$ cat config.mk
export PLATFORM = sky130hd
export DESIGN_NAME = shift_sequencer
export DESIGN_NICKNAME = d
export VERILOG_FILES = /design/src/rtl/shift_sequencer_pkg.sv /design/src/rtl/shift_sequencer_shift_reg_core.sv /design/src/rtl/shift_sequencer.sv
export SDC_FILE = /design/constraint.sdc
export NUM_CORES = 1
export LEC_CHECK = 0
export CAP_MARGIN = 20
export CORE_MARGIN = 2
export CORE_UTILIZATION = 41
export DETAILED_ROUTE_END_ITERATION = 8
export PLACE_DENSITY_LB_ADDON = 0.15
export REMOVE_ABC_BUFFERS = 1
export SYNTH_ARGS = -nofsm -noshare
export SYNTH_HDL_FRONTEND = slang
export SYNTH_SLANG_ARGS = --single-unit
$ cat constraint.sdc
create_clock -name clock -period 1.7 [get_ports clock]
set_clock_uncertainty 0.2 [all_clocks]
set_input_delay 0.425 -clock clock [delete_from_list [all_inputs] [get_ports clock]]
set_output_delay 0.425 -clock clock [all_outputs]
set_load 0.03 [all_outputs]
$ cat src/rtl/shift_sequencer_pkg.sv
// Shared definitions for the shift sequencer: default sizes and FSM state encoding.
package shift_sequencer_pkg;

  localparam int DEFAULT_WIDTH = 8;
  localparam int DEFAULT_CNT_W = 3;

  typedef enum logic [1:0] {
    IDLE  = 2'd0,
    LOAD  = 2'd1,
    SHIFT = 2'd2,
    DONE  = 2'd3
  } seq_state_t;

endpackage

$ cat src/rtl/shift_sequencer_shift_reg_core.sv
// WIDTH-bit right-shift register with load, logical/arithmetic shift and hold.
// Load has priority over shift, shift over hold.
module shift_reg_core #(
  parameter int WIDTH = 8
) (
  input  logic             clock,
  input  logic             reset_n,
  input  logic             load_n,
  input  logic             shift,
  input  logic             arith,
  input  logic [WIDTH-1:0] data_in,
  output logic [WIDTH-1:0] q
);

  logic [WIDTH-1:0] r_q;
  logic             w_fill;

  // Bit shifted into the MSB: sign copy for arithmetic, zero for logical.
  always_comb begin
    w_fill = arith & r_q[WIDTH-1];
  end

  // Register update: reset, then load, then shift, otherwise hold.
  always_ff @(posedge clock) begin
    if (!reset_n) begin
      r_q <= '0;
    end else if (!load_n) begin
      r_q <= data_in;
    end else if (shift) begin
      r_q <= {w_fill, r_q[WIDTH-1:1]};
    end
  end

  assign q = r_q;

endmodule

$ cat src/rtl/shift_sequencer.sv
// Command-driven sequencer: accepts one shift command via start/ready, loads the
// shift register, applies exactly `amount` right shifts, then pulses done.
module shift_sequencer
  import shift_sequencer_pkg::*;
#(
  parameter int WIDTH = DEFAULT_WIDTH,
  parameter int CNT_W = DEFAULT_CNT_W
) (
  input  logic             clock,
  input  logic             reset_n,
  input  logic             start,
  input  logic [WIDTH-1:0] data_in,
  input  logic [CNT_W-1:0] amount,
  input  logic             arith,
  output logic             ready,
  output logic             busy,
  output logic             done,
  output logic [WIDTH-1:0] result
);

  seq_state_t       r_state;
  seq_state_t       w_nextState;
  logic [CNT_W-1:0] r_cnt;
  logic [WIDTH-1:0] r_data;
  logic [CNT_W-1:0] r_amount;
  logic             r_arith;
  logic             w_loadN;
  logic             w_shift;
  logic             w_accept;

  assign w_accept = (r_state == IDLE) && start;

  // State register.
  always_ff @(posedge clock) begin
    if (!reset_n) begin
      r_state <= IDLE;
    end else begin
      r_state <= w_nextState;
    end
  end

  // Next-state and datapath control decode.
  always_comb begin
    w_nextState = r_state;
    w_loadN     = 1'b1;
    w_shift     = 1'b0;
    case (r_state)
      IDLE: begin
        if (start) begin
          w_nextState = LOAD;
        end
      end
      LOAD: begin
        w_loadN = 1'b0;
        if (r_amount != '0) begin
          w_nextState = SHIFT;
        end else begin
          w_nextState = DONE;
        end
      end
      SHIFT: begin
        w_shift = 1'b1;
        if (r_cnt == CNT_W'(1)) begin
          w_nextState = DONE;
        end
      end
      DONE: begin
        w_nextState = IDLE;
      end
      default: begin
        w_nextState = IDLE;
      end
    endcase
  end

  // Command latch: captured on the accepting edge so inputs may change afterwards.
  always_ff @(posedge clock) begin
    if (!reset_n) begin
      r_data   <= '0;
      r_amount <= '0;
      r_arith  <= 1'b0;
    end else if (w_accept) begin
      r_data   <= data_in;
      r_amount <= amount;
      r_arith  <= arith;
    end
  end

  // Remaining-shift counter: seeded on load, decremented once per shift edge.
  always_ff @(posedge clock) begin
    if (!reset_n) begin
      r_cnt <= '0;
    end else if (r_state == LOAD) begin
      r_cnt <= r_amount;
    end else if (r_state == SHIFT) begin
      r_cnt <= r_cnt - CNT_W'(1);
    end
  end

  shift_reg_core #(
    .WIDTH(WIDTH)
  ) u_core (
    .clock  (clock),
    .reset_n(reset_n),
    .load_n (w_loadN),
    .shift  (w_shift),
    .arith  (r_arith),
    .data_in(r_data),
    .q      (result)
  );

  assign ready = (r_state == IDLE);
  assign busy  = ~ready;
  assign done  = (r_state == DONE);

endmodule

==> metrics.yaml <==
synth:
  synthesis.area_mm2: 0.001186
  synth.top_cell.area_share: 0.4219
  yosys_warnings: 0
  synthTopCellsByArea: "dfxtp_1 (42%), nand2_1 (11%), a21boi_0 (8.9%)"
  syn_inst: 131
  synth_area_leader_cell: "dfxtp_1"
  synth-seq-cells: 25
  synth_cell_type_count: 22
  syn_avg_cell_area_um2: 9.054
  seq_area_frac_synth: 0.4219
floorplanning:
  core_mm2: 0.002758
  num_rows: 19
  die-area_mm2: 0.003339
  io_pins: 26
  die_w_um: 57.79
  start_util: 0.4301
  fp.dieH_um: 57.79
routing:
  avgViaCountPerCell: 5.149
  ant_nets: 0
  drtIter0Drc: 38
  vias: 999
  detail_route.wirelength_um: 2532
  wl_per_cell_um: 13.05
  drt_pass1_iterations: 4
  drc: 0
clocking:
  clk-insertion-delay-late_ns: 0.32
  cts_sinks: 25
  cts_tree: "done"
  cts_root_buffer: "clkbuf_4"
  cts_buffer_depth: 2
  clk_pin_slew_worst_paths_ns: 0.13
  postCtsHoldBufs: 0
  numCtsBuffers: 3
  htree_num_levels: 1
sta:
  layout_setup_ws_ns: -0.03329
  rsz0062_at_grt: "true"
  finalSetupViolations: 2
  layout_min_cycle_time_ns: 1.733
  worst_pin_slew_ns: 0.2456
  period_share: 1.020
  hold_viol: 0
  max-slew-margin-rel: 0.8360
  fmax_mhz: 576.9
  hold_slack_ns: 0.2720
  setup_tns_ns: -0.05071
  final_max_slew_viol_count: 0
power:
  ir_drop_mv: 1.111
  pwr-share-clk: 0.099
  internal_power_w: 0.001592
  switching_share: 0.4083
  p_leak_nw: 0.6888
  seq_power_share: 0.317
  power_frac_comb: 0.583
  power.switching_w: 0.001098
  power_density_mw_per_mm2: 1656
placement:
  io_buffers: 25
  placed_area_mm2: 0.001525
  place_ws_ns: -0.03527
  dp_hpwl_um: 1750
  gp_congestion: 0.7436
finish:
  layout_common_cells: "nand2_1 (36), dfxtp_1 (23), a21boi_0 (14), clkdlybuf4s50_1 (14)"
  final_core_util: 0.5889
  final_area_mm2: 0.001624
  mostFrequentLayoutCell: "nand2_1"
  diodes: 0
  num-nets-final: 185
  drive_above_1_share: 0.2147
  synthToLayoutAreaGrowth_pct: 36.92
  final.fill_count: 258
global_routing:
  grt.total_usage: 0.1713
  grt_max_degree: 27
  antenna_found_initial: 0
  grt_pass1_wl_um: 4353
  overflow: 0
  grt_pass1_vias: 962
critical_path:
  cp_max_fo: 3
  cpPeakStageDelay_ns: 0.41
  crit_buf_inv: 3
  crit_required_ns: 1.07
  cp_top_family: "flip-flops"
  arrival_ns: 1.11
  cp-start-kind: "flop"
  critPathKind: "reg -> out"
  cp_slowest_cell: "dfxtp_4"
  path_cells: "inv_4 -> ha_4 -> inv_2 -> buf_6"
  end_kind: "primary output"
run:
  drv_cap: 0
status:
  status: "finished, violations left"
  failed_checks: "setup timing"
min_path:
  hp-class: "reg -> reg"
stage by stage:
stage / cells / total power [W]
detailed placement: 187 / 0.002290
finish: 194 / 0.002690
global route: 194 / 0.002908
CTS: 194 / 0.002716
floorplan: 123 / 0.001712
global placement: 187 / 0.002252
power by group through the flow:
| stage | sequential [W] | clock [W] | combinational (W) |
|---|---|---|---|
| 6_report | 0.000854 | 0.000267 | 0.00157 |
| 5_1_grt | 0.000873 | 0.000298 | 0.00174 |
| 4_1_cts | 0.000854 | 0.000282 | 0.00158 |
| 3_5_place_dp | 0.000844 | 0 | 0.00145 |
| 3_3_place_gp | 0.000836 | 0 | 0.00142 |
| 2_1_floorplan | 0.000917 | 0 | 0.000795 |
tightest hold or removal path, cell delays in order, from the launching register on:
cell	delay (ns)
dfxtp_1	0.33
nand2_1	0.04
a21boi_0	0.06
registers in the layout (all words and copies together) (netlist names):
signal,flops
r_data,8
u_core.q,8
r_amount,3
r_cnt,3
r_state,2
r_arith,1
synth_stat cells:
cell       instances
nand2_1           36
dfxtp_1           25
a21boi_0          14
mux2i_1            8
o211a_1            8
ha_1               6
inv_1              6
clkbuf_1           5
o21ai_0            4
nand3_1            3
and2_1             2
buf_2              2
nor2_1             2
o211ai_1           2
a2111oi_2          1
a22oi_1            1
a2bb2oi_1          1
and4b_1            1
buf_6              1
nand2b_1           1
nor2b_1            1
nor4b_4            1
what timing repair did:
| action | CTS | global route |
|---|---|---|
| resized for setup | 37 | 2 |
| buffers inserted | 3 | 0 |
| pin swaps | 1 | 1 |
| hold endpoints to repair | 0 | 0 |
| endpoints found under the setup margin | 11 | 5 |
| cloned | 0 | 0 |
final cells by class:
| class | count | area (µm²) | area share |
|---|---|---|---|
| well taps | 31 | 38.79 | 0.02388 |
| clock buffers | 4 | 26.28 | 0.01618 |
| flip-flops and latches | 25 | 505.5 | 0.3112 |
| repair buffers | 36 | 377.9 | 0.2327 |
| inverters | 6 | 25.02 | 0.01541 |
| multi-input cells | 92 | 650.6 | 0.4006 |
per-layer routing:
layer | track usage | vias to the layer above | wire, µm
li1 | - | 511 | -
met1 | 0.2111 | 469 | 1157
met5 | 0 | - | 0
met4 | 0.04983 | 0 | 29
met2 | 0.2890 | 15 | 1249
met3 | 0.05134 | 4 | 95
cell families after synthesis:
group                      Yosys count  synth area share
AOI/OAI and AO/OA                   31            0.2120
adders and majority gates            6           0.06329
buffers and inverters               14           0.05274
DFF                                 25            0.4219
muxes                                8           0.06751
and+or+nand+nor                     47            0.1825
path summary, 6_finish.rpt:
check                           cells past startpoint  slack [ns]               startpoint                       to
worst max-delay path                                4       -0.03  r_state[0]$_SDFFE_PN0P_                     busy
worst min-delay path                                2        0.27   r_data[5]$_SDFFE_PN0P_   r_data[5]$_SDFFE_PN0P_
worst max register to register                      5        0.11  r_state[0]$_SDFFE_PN0P_  r_state[0]$_SDFFE_PN0P_
worst min register to register                      2        0.27   r_data[5]$_SDFFE_PN0P_   r_data[5]$_SDFFE_PN0P_
No activity file was read; power rests on OpenSTA's default activity.
